File: src/rtl/jump_motion_controller.sv
// Jump/steer sequencer for the player ball: detects frame ticks on the system clock and
// publishes per-frame signed X/Y steps, the jump state, a bounce count and game-over.
module jump_motion_controller #(
  parameter logic [9:0] JUMP_V    = 10'd12,
  parameter logic [9:0] GRAVITY   = 10'd1,
  parameter logic [3:0] GRAV_DIV  = 4'd4,
  parameter logic [9:0] MAX_FALL  = 10'd10,
  parameter logic [9:0] XSPEED    = 10'd2,
  parameter logic [9:0] X_MIN     = 10'd0,
  parameter logic [9:0] X_MAX     = 10'd639,
  parameter logic [9:0] DEATH_Y   = 10'd479,
  parameter logic [7:0] KEY_START = 8'd44
) (
  input  logic       Clk,
  input  logic       Reset,
  input  logic       frame_clk,
  input  logic [7:0] keycode,
  input  logic [9:0] ball_x,
  input  logic [9:0] ball_y,
  input  logic [9:0] ball_s,
  input  logic       platform_hit,
  output logic [9:0] x_step,
  output logic [9:0] y_step,
  output logic       step_valid,
  output logic [2:0] state,
  output logic [7:0] bounce_cnt,
  output logic       game_over
);

  typedef enum logic [2:0] {
    MENU = 3'b000,
    RISE = 3'b001,
    FALL = 3'b010,
    LAND = 3'b011,
    OVER = 3'b100
  } state_t;

  state_t             cur_state, next_state;
  logic               fc_meta, fc_sync, fc_prev;
  logic               tick;
  logic signed [9:0]  vy, vy_next, vy_grav, vy_fall;
  logic        [3:0]  div, div_next, div_grav;
  logic        [7:0]  bounce_next;
  logic        [9:0]  x_next;
  logic               key_start, key_right, key_left;
  logic               motion, right_block, left_block, death;
  logic        [11:0] right_edge;

  // frame_clk comes from another domain; sync it and use only its rising edge.
  assign tick = fc_sync & ~fc_prev;

  // NOTE: every register here uses <= so all of them sample pre-edge values together.
  always_ff @(posedge Clk or posedge Reset) begin
    if (Reset) begin
      fc_meta    <= 1'b0;
      fc_sync    <= 1'b0;
      fc_prev    <= 1'b0;
      step_valid <= 1'b0;
      cur_state  <= MENU;
      vy         <= '0;
      div        <= '0;
      bounce_cnt <= '0;
      x_step     <= '0;
    end else begin
      fc_meta    <= frame_clk;
      fc_sync    <= fc_meta;
      fc_prev    <= fc_sync;
      step_valid <= tick;
      if (tick) begin
        cur_state  <= next_state;
        vy         <= vy_next;
        div        <= div_next;
        bounce_cnt <= bounce_next;
        x_step     <= x_next;
      end
    end
  end

  // One gravity event every GRAV_DIV ticks; the divider wraps on the event tick.
  always_comb begin
    div_grav = div + 4'd1;
    vy_grav  = vy;
    if (div == GRAV_DIV - 4'd1) begin
      div_grav = '0;
      vy_grav  = vy + $signed(GRAVITY);
    end
    vy_fall = (vy_grav > $signed(MAX_FALL)) ? $signed(MAX_FALL) : vy_grav;
  end

  assign key_start  = (keycode == KEY_START);
  assign key_right  = (keycode == 8'd7) || (keycode == 8'd79);
  assign key_left   = (keycode == 8'd4) || (keycode == 8'd80);
  assign death      = ({1'b0, ball_y} + {1'b0, ball_s}) >= {1'b0, DEATH_Y};
  assign right_edge = {2'b0, ball_x} + {2'b0, ball_s} + {2'b0, XSPEED};
  assign right_block = right_edge > {2'b0, X_MAX};
  assign left_block  = {1'b0, ball_x} < ({1'b0, X_MIN} + {1'b0, XSPEED});

  // NOTE: every output of this block gets a default first, so no latch can be inferred.
  always_comb begin
    next_state  = cur_state;
    vy_next     = vy;
    div_next    = div;
    bounce_next = bounce_cnt;
    case (cur_state)
      MENU: begin
        vy_next = '0;
        if (key_start) begin
          next_state = RISE;
          vy_next    = -$signed(JUMP_V);
          div_next   = '0;
        end
      end
      RISE: begin
        div_next = div_grav;
        vy_next  = vy_grav;
        if (vy_grav >= 10'sd0) next_state = FALL;
      end
      FALL: begin
        // Falling off the bottom wins over a simultaneous platform contact.
        if (death) begin
          next_state = OVER;
          vy_next    = '0;
        end else if (platform_hit) begin
          next_state  = LAND;
          vy_next     = '0;
          bounce_next = (bounce_cnt != 8'hFF) ? bounce_cnt + 8'd1 : bounce_cnt;
        end else begin
          div_next = div_grav;
          vy_next  = vy_fall;
        end
      end
      LAND: begin
        next_state = RISE;
        vy_next    = -$signed(JUMP_V);
        div_next   = '0;
      end
      OVER: begin
        vy_next = '0;
        if (key_start) begin
          next_state  = MENU;
          bounce_next = '0;
        end
      end
      default: begin
        next_state = MENU;
        vy_next    = '0;
        div_next   = '0;
      end
    endcase

    // Steering follows the state being entered, so MENU/OVER frames never move sideways.
    motion = (next_state == RISE) || (next_state == FALL) || (next_state == LAND);
    x_next = '0;
    if (motion) begin
      if (key_right && !right_block)     x_next = XSPEED;
      else if (key_left && !left_block)  x_next = -XSPEED;
    end
  end

  always_comb begin
    state     = cur_state;
    y_step    = vy;
    game_over = (cur_state == OVER);
  end

endmodule

File: config.mk
export PLATFORM = sky130hd
export DESIGN_NAME = jump_motion_controller
export DESIGN_NICKNAME = d
export VERILOG_FILES = /design/src/rtl/jump_motion_controller.sv
export SDC_FILE = /design/constraint.sdc
export NUM_CORES = 1
export LEC_CHECK = 0
export CORE_MARGIN = 1
export CORE_UTILIZATION = 44
export CTS_CLUSTER_SIZE = 24
export DETAILED_ROUTE_END_ITERATION = 10
export PLACE_DENSITY_LB_ADDON = 0.25
export SLEW_MARGIN = 20
export SYNTH_ARGS = -nofsm -noshare
export SYNTH_HDL_FRONTEND = slang
export SYNTH_SLANG_ARGS = --single-unit
File: constraint.sdc
create_clock -name Clk -period 4.6 [get_ports Clk]
set_clock_uncertainty 0.15 [all_clocks]
set_input_delay 0.46 -clock Clk [delete_from_list [all_inputs] [get_ports Clk]]
set_output_delay 0.46 -clock Clk [all_outputs]
set_load 0.03 [all_outputs]
==> results of run 1 <==
[per-stage QoR]
step	instance area, sq um	utilization	hold WS (ps)
floorplan	3170	-	181
global placement	3930	0.572	204
detailed placement	3930	0.572	193
CTS	4050	0.589	217
global route	4050	0.589	227
finish	4050	0.589	211
[flip-flops by register name, summed over array words and instances, names as in the netlist]
name        count
fc_sync         1
fc_prev         1
y_step         10
div             4
state           3
step_valid      1
bounce_cnt      8
x_step          2
fc_meta         1
[cell type report]
class | count | area, sq um | area share
tap | 96 | 120 | 0.0297
multi-input combinational | 325 | 2240 | 0.553
inverter | 15 | 56.3 | 0.0139
clock inverter | 2 | 35.0 | 0.00866
timing repair buffer | 74 | 738 | 0.182
clock buffer | 6 | 82.6 | 0.0204
sequential | 31 | 776 | 0.192
[power breakdown]
part | internal, mW | switching [mW]
Sequential | 0.280 | 0.00851
Combinational | 0.106 | 0.113
Clock | 0.175 | 0.106
[logic make-up after synthesis]
logic type               share of synthesized area
adder cells (fa/ha/maj)                      0.139
flip-flops                                   0.245
XOR/XNOR                                    0.0221
multiplexers                               0.00474
other                                      0.00118
AND/OR/NAND/NOR                              0.292
AO/OA/AOI/OAI                                0.247
buffers and inverters                       0.0493
[metal layers]
layer	GRT usage	routed length, um	up-vias
met4	0.0545	78	0
met2	0.395	3980	78
met5	0	0	-
met3	0.0351	325	8
li1	-	-	1593
met1	0.294	3720	1517
[placed cells by master, fill, tap and decap left out, drive strengths merged, types with 4 or more instances in the layout]
master,n
a211oi,4
a21o,5
a21oi,21
a31oi,6
and2,6
and3,5
clkbuf,6
clkdlybuf4s50,73
dfrtp,31
ha,32
inv,13
nand2,29
nand2b,9
nand3,24
nand4,4
nor2,32
nor2b,5
nor3,17
nor3b,4
nor4,7
o211ai,4
o21ai,30
o22ai,4
o31ai,11
or2,6
or3,8
xnor2,4
xor2,4
[critical path, cell delays in order]
cell	delay, ps
clkdlybuf4s50_1	490
ha_1	170
inv_1	50
fa_1	390
nand2b_1	190
a21oi_2	210
nor4_1	70
or4_4	540
or4_4	550
a21o_1	230
and2_4	160
mux2_4	290
[path summary, 6_finish.rpt]
| check | startpoint | endpoint | slack (ps) | depth (start not counted) |
|---|---|---|---|---|
| max in group asynchronous | Reset | state[2]$_DFFE_PP0P_ | 3600 | 3 |
| setup reg to reg | div[0]$_DFFE_PP0P_ | y_step[5]$_DFFE_PP0P_ | 1320 | 9 |
| setup / recovery | ball_s[0] | div[0]$_DFFE_PP0P_ | 820 | 12 |
| hold reg to reg | fc_meta$_DFF_PP0_ | fc_sync$_DFF_PP0_ | 210 | 0 |
| min in group asynchronous | Reset | fc_meta$_DFF_PP0_ | 410 | 3 |
| hold / removal | fc_meta$_DFF_PP0_ | fc_sync$_DFF_PP0_ | 210 | 0 |
==> results.md, run 1 <==
* Outcome: finished clean
* Max-cap violation count at 0
* Setup WS pre-CTS at approximately 510 ps
* Root buffer cell: clkbuf_8
* TNS Setup at 0 ps
* CTS H-Tree Depth at 2
* Clock sinks at 31
* CTS tree: yes
* Layout net count at around 530
* Fraction of layout cells with a size suffix above 1 at 0.0662
* Routed WL per cell at 14.8 um
* First-pass GRT wire length at 13900 um
* IO Port Bufs at 73
* Starting Density at 0.461
* DRT Wirelength at a little over 8000 um
* Synth top cells by count: ha_1 (32), dfrtp_1 (31), nor2_1 (31)
* Yosys Warn Count at 0
* Max Slew Vio Count at 0
* Register bit total from synthesis at 31
* RSZ-0062 raised after global routing: no
* Synthesized area at 0.00317 sq mm
* Slew Limit Headroom at 0.382
* Total CTS buffers at 5
* Syn avg cell area at ~8.1 sq um
* Die height at between 80 and 90 um
* Longest Clk Path Bufs at 2
* Final setup violation count at 0
* Final HPWL DP at ~6300 um
* Synth cell types at approximately 70
* CP Class: in -> reg
* DR vias/cell at approximately 5.8
* Cells after DPL at roughly 540
* Post-synth EDFFs at 0
* DIE AREA at 0.00755 sq mm
* # Post-CTS Setup Buffers at 0
* Synth top area share at 0.245
* Grt total ovfl at 0
* Hold-fix buffers, CTS at 0
* Top cells by area, synth: dfrtp_1 (24%), ha_1 (13%), o21ai_0 (4.1%), nand3_1 (3.8%), nor2_1 (3.7%)
* Slew at the pin closest to its max-slew limit at approximately 900 ps
* Core ar. at between 0.006 and 0.007 sq mm
* Diodes inserted at 0
* GPL Wtd Cong at approximately 0.86
* Crit path arrival time at around 3800 ps
* Asr flop ratio synth at 1.00
* Post-synthesis sequential area ratio at 0.245
* DRT Pass-1 Iters at 5
* Startpoint types: input pin
* Area grow syn2layout at 27.6%
* Die X at ~87 um
* Pwr Density at roughly 200 mW/mm^2
* Cells after Synth at 389
* I/O pins at 75
* Later-pin clock latency in the skew report at between 200 and 300 ps
* Period utilization at 0.822
* Total power at 0.789 mW
* Final hold vios at 0
* Total track usage at 0.227
* Ys flop type: dfrtp_1
* Crit path required time at between 4000 and 5000 ps
* Via count at around 3.2k
* Antenna violations before repair at 0
* Final Worst Setup Slack at 821 ps
* Leakage power at around 1.6 nW
* Worst setup EP type: flop
* Syn Nets at between 400 and 500
* Final Non-Filler Cells at about 550
* CP Max Fanout at 5
* Fin crit period at 3780 ps
* ANT nets after route at 0
* FILL cells at 629
* Post_cts resized at 0
* Largest area contributor in the netlist: dfrtp_1
* Register clock-pin slew on the reported worst setup and hold paths at 70 ps
* VDD IR max at 0.000116 V
* Row count at 30
* Pin count of the biggest net entering global routing at 32
* Fmax at 0.265 GHz
* Drt drc at 0
* First DRT Iteration DRCs at slightly below 200
* Vias in the first global route at 3038
* Count leader, synth: ha_1
* Worst Hold Class: reg -> reg
Note: power is estimated with default switching activity, not from simulation.
==> run 2: changes to the inputs <==
Clock period 4.6 ns to 3.4 ns, I/O delays scaled along.
==> results.md, run 2 (synthesis gave the netlist of run 1 again) <==
* Worst path slowest cell: or4_4 (unchanged)
* Starting Density at 0.461 (unchanged)
* Total CTS buffers at 5 (unchanged)
* DRT Wirelength at 8560 um (was 8100 um)
* First DRT Iteration DRCs at 154 (was 198)
* Cells after DPL at 569 (was 541)
* Max-cap violation count at 0 (unchanged)
* IO Port Bufs at 73 (unchanged)
* Critical Path Max Stage Delay at 550 ps (about the same)
* Area grow syn2layout at 35.6% (was 27.6%)
* Clock sinks at 31 (unchanged)
* CP Class: in -> reg (unchanged)
* CTS tree: yes (unchanged)
* Die X at 86.9 um (unchanged)
* Max reg flops at 10 (unchanged)
* Grt total ovfl at 0 (unchanged)
* Die height at 86.9 um (unchanged)
* Register clock-pin slew on the reported worst setup and hold paths at 70 ps (about the same)
* Crit path buffers/inverters at 2 (unchanged)
* Hold path start: fc_meta$_DFF_PP0_ (unchanged)
* Most frequent cells in the layout: clkdlybuf4s50_1 (70), dfrtp_1 (31), ha_1 (30) (was clkdlybuf4s50_1 (73), ha_1 (32), nor2_1 (31), dfrtp_1 (31), nand2_1 (29))
* Vias in the first global route at 3302 (was 3038)
* Via count at 3372 (was 3196)
* CTS H-Tree Depth at 2 (unchanged)
* VDD IR max at 0.000139 V (was 0.000116 V)
* Fin crit period at between 3000 and 4000 ps
* Pin count of the biggest net entering global routing at 32 (unchanged)
* Fraction of layout cells with a size suffix above 1 at 0.148 (was 0.0662)
* First-pass GRT wire length at 14500 um (was 13900 um)
* Final Non-Filler Cells at 577 (was 549)
* Startpoint types: input pin (unchanged)
* GPL Wtd Cong at 0.902 (was 0.859)
* CP Max Fanout at 3 (was 5)
* Period utilization at 0.976
* DR vias/cell at 5.84 (was 5.82)
* Outcome: finished clean (unchanged)
* Routed WL per cell at 14.8 um (about the same)
* Crit path required time at 3420 ps (was 4620 ps)
* ANT nets after route at 0 (unchanged)
* DIE AREA at 0.00755 sq mm (unchanged)
* RSZ-0062 raised after global routing: yes (was no)
* Core ar. at 0.00687 sq mm (unchanged)
* Max Slew Vio Count at 0 (unchanged)
* Drt drc at 0 (unchanged)
* Later-pin clock latency in the skew report at 290 ps (was 280 ps)
* Worst path top cell family by delay: simple AND/OR/NAND/NOR gates (unchanged)
* Slew at the pin closest to its max-slew limit at 784 ps (was 926 ps)
* Antenna violations before repair at 0 (unchanged)
* Worst flop-to-flop path startpoint: div[0]$_DFFE_PP0P_ (unchanged)
* Layout net count at 557 (was 528)
* Longest Clk Path Bufs at 2 (unchanged)
* Diodes inserted at 0 (unchanged)
* Slew Limit Headroom at 0.476 (was 0.382)
* Row count at 30 (unchanged)
* Final setup violation count at 0 (unchanged)
* Worst setup EP type: flop (unchanged)
* DRT Pass-1 Iters at 8 (was 5)
* Fmax at 0.302 GHz
* TNS Setup at 0 ps (unchanged)
* Root buffer cell: clkbuf_8 (unchanged)
* I/O pins at 75 (unchanged)
* Worst Hold Class: reg -> reg (unchanged)
* Pwr Density at 241 mW/mm^2 (was 195 mW/mm^2)
* Crit path top cell by count: or4_4 (unchanged)
* Total power at 1.04 mW (was 0.789 mW)
* CP startpoint: ball_s[3] (was ball_s[0])
* Final hold vios at 0 (unchanged)
* Leakage power at 1.73 nW (was 1.58 nW)
* Crit path arrival time at 3340 ps (was 3800 ps)
* Total track usage at 0.240 (was 0.227)
* Commonest non-fill, non-tap cell in the layout: clkdlybuf4s50_1 (unchanged)
* Hold WS at 213 ps (was 211 ps)
* FILL cells at 605 (was 629)
* Final HPWL DP at 6600 um (was 6330 um)
* Sequence of cells on the critical path: clkdlybuf4s50_1 -> ha_4 -> o21ai_2 -> a21oi_4 -> buf_6 -> o211a_1 -> or4_4 -> or4_4 -> a21o_1 -> and2_4 -> mux2_4 (was clkdlybuf4s50_1 -> ha_1 -> inv_1 -> fa_1 -> nand2b_1 -> a21oi_2 -> nor4_1 -> or4_4 -> or4_4 -> a21o_1 -> and2_4 -> mux2_4)
-- run 2: cell types whose count changed in the layout (fill, tap and decap cells not counted), sizes merged --
cell	previous run	this run
buf	1	30
bufinv	1	0
clkdlybuf4s50	73	70
dlygate4sd2	0	2
dlymetal6s2s	0	1
-- run 2: metal layers --
metal | wire length [um] | vias to the layer above | part of all wire | GRT usage
met5 | 0 | - | 0 | 0
met4 | 104 | 0 | 0.012 | 0.0788
met3 | 480 | 11 | 0.056 | 0.0436
met2 | 4100 | 122 | 0.48 | 0.412
met1 | 3870 | 1590 | 0.45 | 0.304
li1 | - | 1649 | - | -
-- run 2: repair_timing --
action,4_1_cts,5_1_grt
pin swaps,8,4
setup endpoints to repair,13,10
resized for setup,9,9
hold buffers,0,0
buffers inserted,0,1
-- run 2: worst register-to-register path, delay by kind of cell, from the launching register on --
| family | cells | cell delay (ps) |
|---|---|---|
| simple gates | 5 | 1830 |
| fa+ha+maj | 1 | 190 |
| compound gates | 3 | 600 |
| flops | 1 | 410 |
-- run 2: per-stage QoR --
| stage | setup WS (ps) | utilization | cell area [sq um] |
|---|---|---|---|
| finish | 83.3 | 0.626 | 4300 |
| global route | -41.9 | 0.626 | 4300 |
| CTS | 4.76 | 0.619 | 4250 |
| detailed placement | -429 | 0.602 | 4140 |
| global placement | -331 | 0.602 | 4140 |
| floorplan | 109 | - | 3170 |
-- run 2: power breakdown --
group          total [mW]  switching [mW]  internal [mW]
clock               0.299           0.140          0.159
combinational       0.346           0.168          0.178
sequential          0.390          0.0113          0.379
total                1.04           0.319          0.716
-- run 2: area by class of cell --
cell class | count | area, sq um | share of cell area
Clock buffer | 6 | 82.6 | 0.0192
Clock inverter | 1 | 5.00 | 0.00116
Inverter | 15 | 56.3 | 0.0131
Multi-Input combinational cell | 325 | 2300 | 0.535
Sequential cell | 31 | 776 | 0.180
Tap cell | 96 | 120 | 0.0279
Timing Repair Buffer | 103 | 960 | 0.223
-- run 2: final timing paths --
path / to / slack [ps] / cells after the start
max: div[0]$_DFFE_PP0P_ / 80 / 11
min: fc_sync$_DFF_PP0_ / 210 / 0
max reg2reg: y_step[5]$_DFFE_PP0P_ / 110 / 9
min reg2reg: fc_sync$_DFF_PP0_ / 210 / 0
max in group asynchronous: div[3]$_DFFE_PP0P_ / 2510 / 3
min in group asynchronous: y_step[0]$_DFFE_PP0P_ / 290 / 3
